$ cat src/rtl/ddr_port_arbiter_pkg.sv
// ddr_port_arbiter_pkg: requester indices, app command encodings and arbiter helpers
package ddr_port_arbiter_pkg;
  localparam int NUM_REQ = 5;
  localparam logic [2:0] REQ_CAPTURE = 3'd0;
  localparam logic [2:0] REQ_ADC = 3'd1;
  localparam logic [2:0] REQ_LA = 3'd2;
  localparam logic [2:0] REQ_TRACE = 3'd3;
  localparam logic [2:0] REQ_SINGLE = 3'd4;
  localparam logic [2:0] CMD_WRITE = 3'b000;
  localparam logic [2:0] CMD_READ = 3'b001;
  typedef enum logic {IDLE, ISSUE} arb_state_t;
  function automatic logic [NUM_REQ-1:0] req_onehot(input logic [2:0] idx);
    return {{(NUM_REQ-1){1'b0}}, 1'b1} << idx;
  endfunction
  // round-robin successor within the stream readers 1..3
  function automatic logic [2:0] rr_next(input logic [2:0] p);
    return p == REQ_TRACE ? REQ_ADC : p + 3'd1;
  endfunction
endpackage

$ cat src/rtl/ddr_port_arbiter_tag_fifo.sv
// ddr_arb_tag_fifo: in-order FIFO of 3-bit requester tags for outstanding reads
module ddr_arb_tag_fifo #(
  parameter int pDEPTH = 16
)(
  input  logic       ui_clk,
  input  logic       reset_i,
  input  logic       push,
  input  logic [2:0] din,
  input  logic       pop,
  output logic [2:0] dout,
  output logic       full,
  output logic       empty
);
  localparam int AW = $clog2(pDEPTH);
  logic [2:0] mem [pDEPTH];
  logic [AW-1:0] wr_ptr, rd_ptr;
  logic [AW:0] count;
  assign full = count == (AW+1)'(pDEPTH);
  assign empty = count == '0;
  assign dout = mem[rd_ptr];
  always_ff @(posedge ui_clk or posedge reset_i)
    if (reset_i) begin
      wr_ptr <= '0;
      rd_ptr <= '0;
      count <= '0;
    end else begin
      if (push) wr_ptr <= wr_ptr + 1'b1;
      if (pop) rd_ptr <= rd_ptr + 1'b1;
      count <= count + (AW+1)'(push) - (AW+1)'(pop);
    end
  always_ff @(posedge ui_clk)
    if (push) mem[wr_ptr] <= din;
endmodule

$ cat src/rtl/ddr_port_arbiter.sv
// ddr_port_arbiter: shares the DDR app command port among five requesters, steering read data by tag.
// Optional DDR_ARB_STATS_EN adds per-requester stall maxima (stall_max_o, stats_clear_i).
module ddr_port_arbiter
  import ddr_port_arbiter_pkg::*;
#(
  parameter int pADDR_W = 30,
  parameter int pMAX_BURST = 16,
  parameter int pTAG_DEPTH = 16,
  parameter int pSTARVE = 64
)(
  input  logic                       ui_clk,
  input  logic                       reset_i,
  input  logic [NUM_REQ-1:0]         req_i,
  input  logic [NUM_REQ*pADDR_W-1:0] addr_i,
  input  logic                       single_rnw_i,
  output logic                       app_en_o,
  output logic [2:0]                 app_cmd_o,
  output logic [pADDR_W-1:0]         app_addr_o,
  input  logic                       app_rdy_i,
  input  logic                       app_wdf_rdy_i,
  input  logic                       app_rd_data_valid_i,
  output logic [NUM_REQ-1:0]         grant_o,
  output logic [NUM_REQ-1:0]         cmd_ack_o,
  output logic [NUM_REQ-1:0]         rd_valid_o,
  output logic                       busy_o,
  output logic                       rd_unexpected_o,
  input  logic                       clear_errors_i
`ifdef DDR_ARB_STATS_EN
  ,input logic                       stats_clear_i,
  output logic [NUM_REQ*16-1:0]      stall_max_o
`endif
);
  localparam int SW = $clog2(pSTARVE + 1);
  arb_state_t state;
  logic [2:0] g, win, rr_ptr, rr_a, rr_b, rr_c, tag_head;
  logic [7:0] burst_cnt;
  logic [SW-1:0] starve_cnt;
  logic issue, is_rd, gate, accept, pop, tag_full, tag_empty;
  always_comb begin
    rr_a = rr_next(rr_ptr);
    rr_b = rr_next(rr_a);
    rr_c = rr_next(rr_b);
    win = (req_i[REQ_SINGLE] && starve_cnt == SW'(pSTARVE)) ? REQ_SINGLE :
          req_i[REQ_CAPTURE] ? REQ_CAPTURE :
          req_i[rr_a] ? rr_a : req_i[rr_b] ? rr_b : req_i[rr_c] ? rr_c : REQ_SINGLE;
    issue = state == ISSUE;
    is_rd = g == REQ_SINGLE ? single_rnw_i : g != REQ_CAPTURE;
    // a same-cycle pop frees a slot, so a full FIFO still admits the read
    gate = is_rd ? (~tag_full | app_rd_data_valid_i) : app_wdf_rdy_i;
    app_en_o = issue & req_i[g] & gate;
    accept = app_en_o & app_rdy_i;
    app_cmd_o = issue & is_rd ? CMD_READ : CMD_WRITE;
    app_addr_o = issue ? addr_i[g*pADDR_W +: pADDR_W] : '0;
    cmd_ack_o = accept ? req_onehot(g) : '0;
    pop = app_rd_data_valid_i & ~tag_empty;
    rd_valid_o = pop ? req_onehot(tag_head) : '0;
    busy_o = issue | ~tag_empty;
  end
  ddr_arb_tag_fifo #(.pDEPTH(pTAG_DEPTH)) u_tag_fifo (
    .ui_clk(ui_clk),
    .reset_i(reset_i),
    .push(accept & is_rd),
    .din(g),
    .pop(pop),
    .dout(tag_head),
    .full(tag_full),
    .empty(tag_empty)
  );
  always_ff @(posedge ui_clk or posedge reset_i)
    if (reset_i) begin
      state <= IDLE;
      g <= '0;
      grant_o <= '0;
      rr_ptr <= REQ_TRACE;
      burst_cnt <= '0;
      starve_cnt <= '0;
      rd_unexpected_o <= 1'b0;
    end else begin
      starve_cnt <= grant_o[REQ_SINGLE] ? '0 :
                    (req_i[REQ_SINGLE] && starve_cnt != SW'(pSTARVE)) ? starve_cnt + 1'b1 : starve_cnt;
      rd_unexpected_o <= (app_rd_data_valid_i & tag_empty) | (rd_unexpected_o & ~clear_errors_i);
      if (!issue) begin
        if (|req_i) begin
          state <= ISSUE;
          g <= win;
          grant_o <= req_onehot(win);
        end
      end else if ((accept && burst_cnt == 8'(pMAX_BURST - 1)) || !req_i[g]) begin
        state <= IDLE;
        grant_o <= '0;
        burst_cnt <= '0;
        if (g != REQ_CAPTURE && g != REQ_SINGLE) rr_ptr <= g;
      end else if (accept) burst_cnt <= burst_cnt + 1'b1;
    end
  // requesters must hold request and address from app_en_o until their ack
  a_req_hold: assert property (@(posedge ui_clk) disable iff (reset_i)
    app_en_o && !app_rdy_i |=> req_i[$past(g)] && $stable(app_addr_o));
`ifdef DDR_ARB_STATS_EN
  for (genvar n = 0; n < NUM_REQ; n++) begin : g_stat
    logic [15:0] cur, mx, nxt;
    logic stalled;
    assign stalled = req_i[n] & ~cmd_ack_o[n];
    assign nxt = cur == 16'hFFFF ? cur : cur + 16'd1;
    assign stall_max_o[n*16 +: 16] = mx;
    always_ff @(posedge ui_clk or posedge reset_i)
      if (reset_i) begin
        cur <= '0;
        mx <= '0;
      end else begin
        cur <= stalled ? nxt : '0;
        mx <= stats_clear_i ? '0 : (stalled && nxt > mx) ? nxt : mx;
      end
  end
`endif
endmodule

$ cat config.mk
export PLATFORM = sky130hd
export DESIGN_NAME = ddr_port_arbiter
export DESIGN_NICKNAME = d
export VERILOG_FILES = /design/src/rtl/ddr_port_arbiter_pkg.sv /design/src/rtl/ddr_port_arbiter_tag_fifo.sv /design/src/rtl/ddr_port_arbiter.sv
export SDC_FILE = /design/constraint.sdc
export NUM_CORES = 1
export LEC_CHECK = 0
export ABC_AREA = 1
export CORE_MARGIN = 4
export CORE_UTILIZATION = 46
export CTS_CLUSTER_SIZE = 14
export DETAILED_ROUTE_END_ITERATION = 12
export PLACE_DENSITY = 0.92
export SLEW_MARGIN = 25
export SYNTH_ARGS = -nofsm -noshare
export SYNTH_HDL_FRONTEND = slang
export SYNTH_HIERARCHICAL = 1
export SYNTH_SLANG_ARGS = --single-unit
$ cat constraint.sdc
create_clock -name ui_clk -period 3 [get_ports ui_clk]
set_input_delay 0.6 -clock ui_clk [delete_from_list [all_inputs] [get_ports ui_clk]]
set_output_delay 0.6 -clock ui_clk [all_outputs]
set_load 0.05 [all_outputs]
# After elaboration in Yosys (flattened, before gate mapping)
# Memories as Yosys holds them, arrays and structs flattened.
# Index checks and enable logic that the tools add are counted.
[word_totals]
reg_bits = 41
latchBits = 0
ramBits = 48
mem_bits_ro = 0
inputBits = 162
out_inout_bits = 51
wordCells = 104
mem_count = 1
[mem_list]
columns = ["name", "words", "width", "read_ports", "rd_clocked_by_memory_dff", "wr", "line", "rtl"]
rows = [
  ["u_tag_fifo.mem", 16, 3, 1, 0, 1, "ddr_port_arbiter_tag_fifo.sv:15", "logic [2:0] mem [pDEPTH];"],
]
[op_classes]
n_addsub = 9
multipliers = 1
div = 0
magnitude_cmp = 4
eq_ne = 10
n_shift = 4
n_mux = 34
bitwise_logic = 15
reduce_logical = 16
[ops]
columns = ["operator", "n"]
rows = [
  ["150-bit by 9-bit variable part select with 30-bit output", 1],
  ["30-bit 2-to-1 mux", 1],
  ["5-bit 2-to-1 mux", 5],
  ["3-bit 2-to-1 mux", 8],
  ["3-bit by 4-bit less-than comparator with 1-bit output (second input constant)", 4],
  ["8-bit 2-to-1 mux", 2],
  ["1-bit by 3-bit << shifter with 5-bit output (first input constant)", 3],
  ["7-bit 2-to-1 mux", 2],
  ["1-bit binary-select mux with 3-bit select", 4],
  ["1-bit 2-to-1 mux", 12],
  ["3-bit by 1-bit adder with 3-bit output (second input constant)", 3],
  ["3-bit by 2-bit == test with 1-bit output (second input constant)", 3],
  ["4-bit by 1-bit adder with 4-bit output (second input constant)", 2],
  ["8-bit by 1-bit adder with 8-bit output (second input constant)", 1],
  ["1-bit bitwise AND", 8],
  ["8-bit by 4-bit == test with 1-bit output (second input constant)", 1],
  ["7-bit by 1-bit adder with 7-bit output (second input constant)", 1],
  ["7-bit == test (second input constant)", 1],
  ["3-bit by 4-bit multiplier with 7-bit output (second input constant)", 1],
  ["7-bit inequality test (second input constant)", 1],
  ["2-bit AND reduction", 3],
  ["2-bit nonzero test", 3],
  ["5-bit by 1-bit adder with 5-bit output", 1],
  ["5-bit == test (second input constant)", 1],
  ["13 further kinds", 21],
]

# Logic depth before layout (Yosys ltp)
# Gate-level depths: netlist of the first run.
[logic_depth]
ltp_word = 16
ltp_mapped = 17
depth_no_buf = 17

# Cells and area by module
# Netlist of the first run, hierarchy kept.
[by_module_without_submodules]
columns = ["mod", "n_inst", "cells_each", "area_per_inst_um2", "seq_area_each_um2"]
rows = [
  ["ddr_port_arbiter", 1, 538, 3174.3, 703.2],
  ["ddr_arb_tag_fifo", 1, 287, 2874.0, 1766.7],
]

# Worst setup path after synthesis of the first run
# OpenSTA, ideal clock, no wires.
[synth_path]
path_kind = "register -> output"
startpoint = "reg u_tag_fifo.rd_ptr[0]"
endpoint = "out rd_valid_o[4]"
arrival_time_ns = 2.586
required_ns = 2.400
path_slack_ns = -0.186
stages_incl_launch_ff = 12
n_path_buf = 2
path_cell_list = "dfrtp_1 buf_6 inv_4 buf_6 nand2_1 nand3_1 nand3_1 nand3_1 nand2_1 inv_1 nand2_1 nor4_1"
[synth_via]
elab_chain_cells = 3
[synth_rtl]
columns = ["element", "line", "rtl"]
rows = [
  ["from (decl)", "ddr_port_arbiter_tag_fifo.sv:16", "logic [AW-1:0] wr_ptr, rd_ptr;"],
  ["from (signal assigned)", "ddr_port_arbiter_tag_fifo.sv:28", "if (pop) rd_ptr <= rd_ptr + 1'b1;"],
  ["memory read 16 x 3 bit", "-", ""],
  ["named net tag_head[1]", "ddr_port_arbiter.sv:35", "logic [2:0] g, win, rr_ptr, rr_a, rr_b, rr_c, tag_head;"],
  ["1-bit by 3-bit << shifter with 5-bit output", "ddr_port_arbiter_pkg.sv:13", "return {{(NUM_REQ-1){1'b0}}, 1'b1} << idx;"],
  ["5-bit 2-to-1 mux", "ddr_port_arbiter.sv:56", "rd_valid_o = pop ? req_onehot(tag_head) : '0;"],
  ["to (decl)", "ddr_port_arbiter.sv:24", "output logic [NUM_REQ-1:0] rd_valid_o,"],
]
# The timed path passes the listed nets, and every way through them passes these cells.

# Worst setup path in the final report of the first run
[layout_path]
startpoint = "reg g[0]"
endpoint = "out app_addr_o[17]"
[layout_via]
elab_chain_cells = 3
[layout_rtl]
columns = ["element", "line", "rtl"]
rows = [
  ["from (decl)", "ddr_port_arbiter.sv:35", ""],
  ["from (signal assigned)", "ddr_port_arbiter.sv:85", "g <= win;"],
  ["3-bit by 4-bit multiplier with 7-bit output", "ddr_port_arbiter.sv:53", "app_addr_o = issue ? addr_i[g*pADDR_W +: pADDR_W] : '0;"],
  ["150-bit by 9-bit variable part select with 30-bit output", "ddr_port_arbiter.sv:53", ""],
  ["30-bit 2-to-1 mux", "ddr_port_arbiter.sv:53", ""],
  ["to (decl)", "ddr_port_arbiter.sv:18", "output logic [pADDR_W-1:0] app_addr_o,"],
]
# Every way passes these cells.

==> impl_metrics.env, run 1 <==
export IMPL_drtAntennaViolNets=0
export IMPL_root_buffer="clkbuf_16"
export IMPL_p_leak_nw=4.09
export IMPL_cts_buffer_depth=2
export IMPL_min_period_ns=2.88
export IMPL_initial_core_util=0.475
export IMPL_die_y_um=123
export IMPL_avgSynthCellArea_um2=7.33
export IMPL_finClkSkew_ns=0.00858
export IMPL_gp_routability_congestion=0.935
export IMPL_ff2ff_path_depth=13
export IMPL_syn_inst=825
export IMPL_numPortBuffers=210
export IMPL_worst_setup_path_startpoint="g[0]"
export IMPL_antenna_cells=0
export IMPL_clock_fmax_mhz=347
export IMPL_grt_pass1_vias=6622
export IMPL_antenna_found_initial=0
export IMPL_design_portCount=213
export IMPL_final_cell_mix="nand2_1, clkdlybuf4s50_1, nand3_1"
export IMPL_hold_viol_final=0
export IMPL_fill_cells=950
export IMPL_yosys_area_top_type="edfxtp_1"
export IMPL_synth_area_leaders="edfxtp_1, dfrtp_1, nand3_1"
export IMPL_synth_area_um2=6050
export IMPL_drc=0
export IMPL_drt_iter0_drc=501
export IMPL_yosysWarningCount=6
export IMPL_cts_sinks=89
export IMPL_max_slew_margin=0.419
export IMPL_drt_first_pass_iters=5
export IMPL_routed_wl_um=21200
export IMPL_rsz0062_at_grt="false"
export IMPL_htreeDepth=3
export IMPL_area_growth_pct=51.2
export IMPL_fp_coreArea_um2=12700
export IMPL_track_usage=0.277
export IMPL_fin_crit_sh=0.960
export IMPL_crit_type="register to output port"
export IMPL_path_clk_slew_ns=0.07
export IMPL_async_flop_share=0.461
export IMPL_synthFlopType="edfxtp_1"
export IMPL_stdcell_area_um2=9150
export IMPL_cts_buffers=9
export IMPL_via_per_inst=5.48
export IMPL_reg2reg_to="u_tag_fifo/count[4]"
export IMPL_fin_util=0.719
export IMPL_fin_nets=1220
export IMPL_post_place_cells=1198
export IMPL_hpwl_um=16500
export IMPL_synth_distinct_cells=45
export IMPL_run_status="finished clean"
export IMPL_grt_pass1_wl_um=32500
export IMPL_p_per_area_nw_per_um2=1000
export IMPL_overflow=0
export IMPL_final_common_cell="nand2_1"
export IMPL_cap_viol_max_count=0
export IMPL_insertion_delay_ns=0.34
export IMPL_final_cells=1217
export IMPL_reg2reg_slack_ns=0.25
export IMPL_endpoint_kind="output port"
export IMPL_die_area_um2=15000
export IMPL_grt_max_degree=53
export IMPL_fin_tns_setup_ns=0
export IMPL_worstSetupEndpoint="app_addr_o[17]"
export IMPL_start_kind="register"
export IMPL_wl_per_cell_um=17.5
export IMPL_crit_required_ns=2.40
export IMPL_die_w_um=123
export IMPL_layout_drive_gt1_share=0.116
export IMPL_vias=6672
export IMPL_cts_tree="built"
export IMPL_r2r_start="u_tag_fifo/count[3]"
export IMPL_synth_top_area_share=0.238
export IMPL_ys_seq_elements=89
export IMPL_setup_viol_count_final=0
export IMPL_hp_class="register to register"
export IMPL_rows=41
export IMPL_placed_cell_area_um2=8830
export IMPL_slew_viol_final=0
export IMPL_crit_fanout=18
export IMPL_synth_edf_count=48
export IMPL_arrival_ns=2.28
export IMPL_synth_sequential_area_ratio=0.408
export IMPL_worstMarginPinSlew_ns=0.867
export IMPL_irDropWorstVdd_uv=684
[layout make-up]
class	instances	area (um^2)	share of cell area
inverter	120	453	0.0495
multi-input combinational	577	2950	0.323
clock inverter	6	42.5	0.00465
timing repair buffer	243	2770	0.303
tap	172	215	0.0235
sequential	89	2470	0.270
clock buffer	10	239	0.0261
[state kept, by name (all words and copies together), names as in the netlist]
register,cells
issue,1
u_tag_fifo/rd_ptr,4
u_tag_fifo/mem,48
u_tag_fifo/wr_ptr,4
g,3
grant_o,5
starve_cnt,7
rd_unexpected_o,1
u_tag_fifo/count,5
burst_cnt,8
rr_ptr,3
[synthesized netlist by cell type, types with 8 or more instances]
library cell,number
inv_2,9
a22oi_1,30
edfxtp_1,48
nand3_1,152
nor2_1,43
o21ai_0,18
nor3_1,12
dfrtp_1,39
nand4_1,8
ha_1,17
a21oi_1,42
nand2_1,202
inv_1,109
xor2_1,11
clkbuf_1,21
[routing by layer]
layer  vias to the layer above  track usage  share of wire
li1                       3164            -              -
met1                      3064        0.312           0.34
met2                       378        0.491           0.52
met3                        66       0.0751          0.097
met4                         0        0.117          0.041
met5                         -            0              0
[cell families (layout without fill, tap and decap cells)]
family,count (synthesis),count (layout),share of synthesized area
AO/OA/AOI/OAI,112,112,0.111
other,1,2,0.000620
AND/OR/NAND/NOR,433,433,0.317
XOR/XNOR,12,12,0.0174
buffers and inverters,160,379,0.107
adder cells (fa/ha/maj),18,18,0.0385
flip-flops,89,89,0.408
[where the power goes]
| part | total, W | switching, W | internal, W |
|---|---|---|---|
| Combinational | 0.00625 | 0.00385 | 0.00241 |
| Sequential | 0.00187 | 0.000279 | 0.00159 |
| Clock | 0.00105 | 0.000462 | 0.000585 |
| Total | 0.00917 | 0.00459 | 0.00458 |
[worst min-delay path by stage]
stage	startpoint	to	cells past startpoint
after floorplan	starve_cnt[6]	starve_cnt[6]	1
after global placement	starve_cnt[6]	starve_cnt[6]	1
after detailed placement	starve_cnt[6]	starve_cnt[6]	1
after CTS	starve_cnt[6]	starve_cnt[6]	1
after global routing	starve_cnt[6]	starve_cnt[6]	1
final	starve_cnt[6]	starve_cnt[6]	1
[what timing repair did]
item | CTS | global route
gates cloned | 0 | 0
setup buffers | 0 | 3
resized for setup | 1 | 1
endpoints found under the setup margin | 4 | 1
hold buffers | 0 | 0
[worst max-delay path: stages (launching register included)]
cell	delay [ns]
dfrtp_2	0.56
nand2_1	0.21
inv_1	0.12
buf_4	0.26
a22oi_1	0.13
nand3_1	0.11
nand2_1	0.06
a21oi_1	0.29
buf_12	0.19
[metrics by stage]
stage | hold slack (ns) | total power [W] | setup WS [ns]
after floorplan | 0.423 | 0.00558 | 0.147
after CTS | 0.460 | 0.00909 | 0.00102
after detailed placement | 0.447 | 0.00801 | 0.00852
final | 0.464 | 0.00917 | 0.121
after global placement | 0.441 | 0.00787 | 0.0857
after global routing | 0.485 | 0.00973 | 0.0198
No activity file was read; power rests on OpenSTA's default activity.
==> inputs of run 2 (changes only) <==
--- a/config.mk
+++ b/config.mk
@@ -7,10 +7,11 @@
 export LEC_CHECK = 0
 export ABC_AREA = 1
 export CORE_MARGIN = 4
-export CORE_UTILIZATION = 46
+export CORE_UTILIZATION = 30
 export CTS_CLUSTER_SIZE = 14
 export DETAILED_ROUTE_END_ITERATION = 12
-export PLACE_DENSITY = 0.92
+export PLACE_DENSITY = 0.67
+export SETUP_SLACK_MARGIN = 0.1
 export SLEW_MARGIN = 25
 export SYNTH_ARGS = -nofsm -noshare
 export SYNTH_HDL_FRONTEND = slang
==> impl_metrics.env, run 2 (same netlist as run 1, synthesis figures left out) <==
export IMPL_cap_viol_max_count=0
export IMPL_reg2reg_to="u_tag_fifo/count[4]"
export IMPL_rows=51
export IMPL_worstMarginPinSlew_ns=0.591
export IMPL_max_slew_margin=0.606
export IMPL_fin_crit_sh=0.925
export IMPL_drc=0
export IMPL_finClkSkew_ns=0.00768
export IMPL_hold_viol_final=0
export IMPL_r2r_start="g[1]"
export IMPL_hold_path_end="starve_cnt[6]"
export IMPL_antenna_found_initial=1
export IMPL_cts_buffers=9
export IMPL_min_path_cells=1
export IMPL_final_common_cell="nand2_1"
export IMPL_routed_wl_um=20700
export IMPL_wl_per_cell_um=15.8
export IMPL_fin_nets=1216
export IMPL_setup_viol_count_final=0
export IMPL_top_register="u_tag_fifo/mem"
export IMPL_cts_setup_buffers=0
export IMPL_design_portCount=213
export IMPL_via_per_inst=4.82
export IMPL_final_cell_mix="nand2_1, clkdlybuf4s50_1, nand3_1"
export IMPL_fp_coreArea_um2=19700
export IMPL_area_growth_pct=54.0
export IMPL_min_period_ns=2.77
export IMPL_insertion_delay_ns=0.34
export IMPL_crit_fanout=27
export IMPL_largest_register_ffs=48
export IMPL_endpoint_kind="output port"
export IMPL_die_y_um=150
export IMPL_worst_setup_path_startpoint="u_tag_fifo/rd_ptr[0]"
export IMPL_irDropWorstVdd_uv=613
export IMPL_reg_top3="u_tag_fifo/mem x48, burst_cnt x8, starve_cnt x7"
export IMPL_initial_core_util=0.308
export IMPL_p_per_area_nw_per_um2=992
export IMPL_root_buffer="clkbuf_16"
export IMPL_rsz0062_at_grt="true"
export IMPL_reg2reg_slack_ns=0.29
export IMPL_crit_path_top_delay_cell="dfrtp_2"
export IMPL_hp_class="register to register"
export IMPL_path_clk_slew_ns=0.07
export IMPL_start_kind="register"
export IMPL_drtAntennaViolNets=0
export IMPL_slowest_delay_ns=0.42
export IMPL_htreeDepth=3
export IMPL_cts_tree="built"
export IMPL_arrival_ns=2.17
export IMPL_hp_start="starve_cnt[6]"
export IMPL_gp_routability_congestion=0.909
export IMPL_grt_max_degree=39
export IMPL_ff2ff_path_depth=13
export IMPL_drt_iter0_drc=442
export IMPL_vias=6306
export IMPL_layout_drive_gt1_share=0.122
export IMPL_track_usage=0.179
export IMPL_numPortBuffers=210
export IMPL_die_area_um2=22500
export IMPL_grt_pass1_wl_um=31400
export IMPL_clock_fmax_mhz=360
export IMPL_crit_type="register to output port"
export IMPL_run_status="finished clean"
export IMPL_crit_required_ns=2.40
export IMPL_p_leak_nw=4.11
export IMPL_hpwl_um=16600
export IMPL_drt_first_pass_iters=5
export IMPL_overflow=0
export IMPL_slew_viol_final=0
export IMPL_grt_pass1_vias=6061
export IMPL_fin_total_pwr_w=0.00924
export IMPL_cts_buffer_depth=2
export IMPL_die_w_um=150
export IMPL_cts_sinks=89
export IMPL_crit_chain="buf_12 > nand2_1 > nand3_1 > nand3_1 > nand3_1 > nand2_1 > inv_1 > nand2_1 > nor4_2 > buf_4 > buf_12"
export IMPL_hold_ws_ns=0.454
run 2: cell types whose count changed in the layout (fill, tap and decap cells not counted), moves of 2 or more:
cell      previous run  this run
clkinv_1             3         1
buf_4               34        26
nor2_1              43        38
nor3_2               1         3
nor2_2               1         6
buf_6                0         3
inv_6                1         4
nor3_1              11         8
run 2: timing repair:
action,4_1_cts,5_1_grt
endpoints found under the setup margin,0,31
hold buffers,0,0
resized for setup,0,19
endpoints found under the hold margin,0,0
run 2: where the power goes:
part           internal (W)  switching, W  total (W)
registers           0.00159      0.000262    0.00185
clock network      0.000677      0.000479    0.00116
logic               0.00242       0.00381    0.00623
run 2: worst max path at each step:
stage / endpoint / slack, ns / cells after the start
2_1_floorplan: rd_valid_o[1] / 0.15 / 7
3_3_place_gp: u_tag_fifo/count[4] / 0.03 / 13
3_5_place_dp: u_tag_fifo/count[4] / -0.08 / 13
4_1_cts: cmd_ack_o[1] / 0.12 / 9
5_1_grt: rd_valid_o[4] / 0.05 / 12
6_report: rd_valid_o[4] / 0.23 / 11
run 2: area by class of cell:
| cell class | instances | area (um^2) |
|---|---|---|
| diodes | 1 | 2.50 |
| clock buffers | 10 | 239 |
| clock inverters | 6 | 70.1 |
| fillers | 1963 | 10300 |
| inverters | 120 | 455 |
| multi-input cells | 577 | 2980 |
| flip-flops and latches | 89 | 2470 |
| well taps | 265 | 332 |
| repair buffers | 239 | 2760 |
run 2: layer usage:
layer,vias to the layer above,share of wire,global-route usage
met5,-,0,0
li1,3150,-,-
met2,228,0.51,0.310
met1,2899,0.40,0.218
met4,0,0.022,0.0512
met3,29,0.068,0.0475
run 2: worst max-delay path, delay by kind of cell (launching register included):
kind	cells	cell delay (ns)
AND/OR/NAND/NOR	7	0.79
flip-flops	1	0.42
buffers and inverters	4	0.60
run 2: per-stage QoR:
step	setup slack [ns]	setup TNS [ns]	util	std cells	cell area, um^2
after floorplan	0.147	0	-	826	6060
after global placement	0.0319	0	0.455	1290	8940
after detailed placement	-0.0766	-0.0766	0.455	1290	8940
after CTS	0.123	0	0.471	1306	9250
after global routing	0.0483	0	0.474	1307	9320
final	0.226	0	0.474	1307	9320
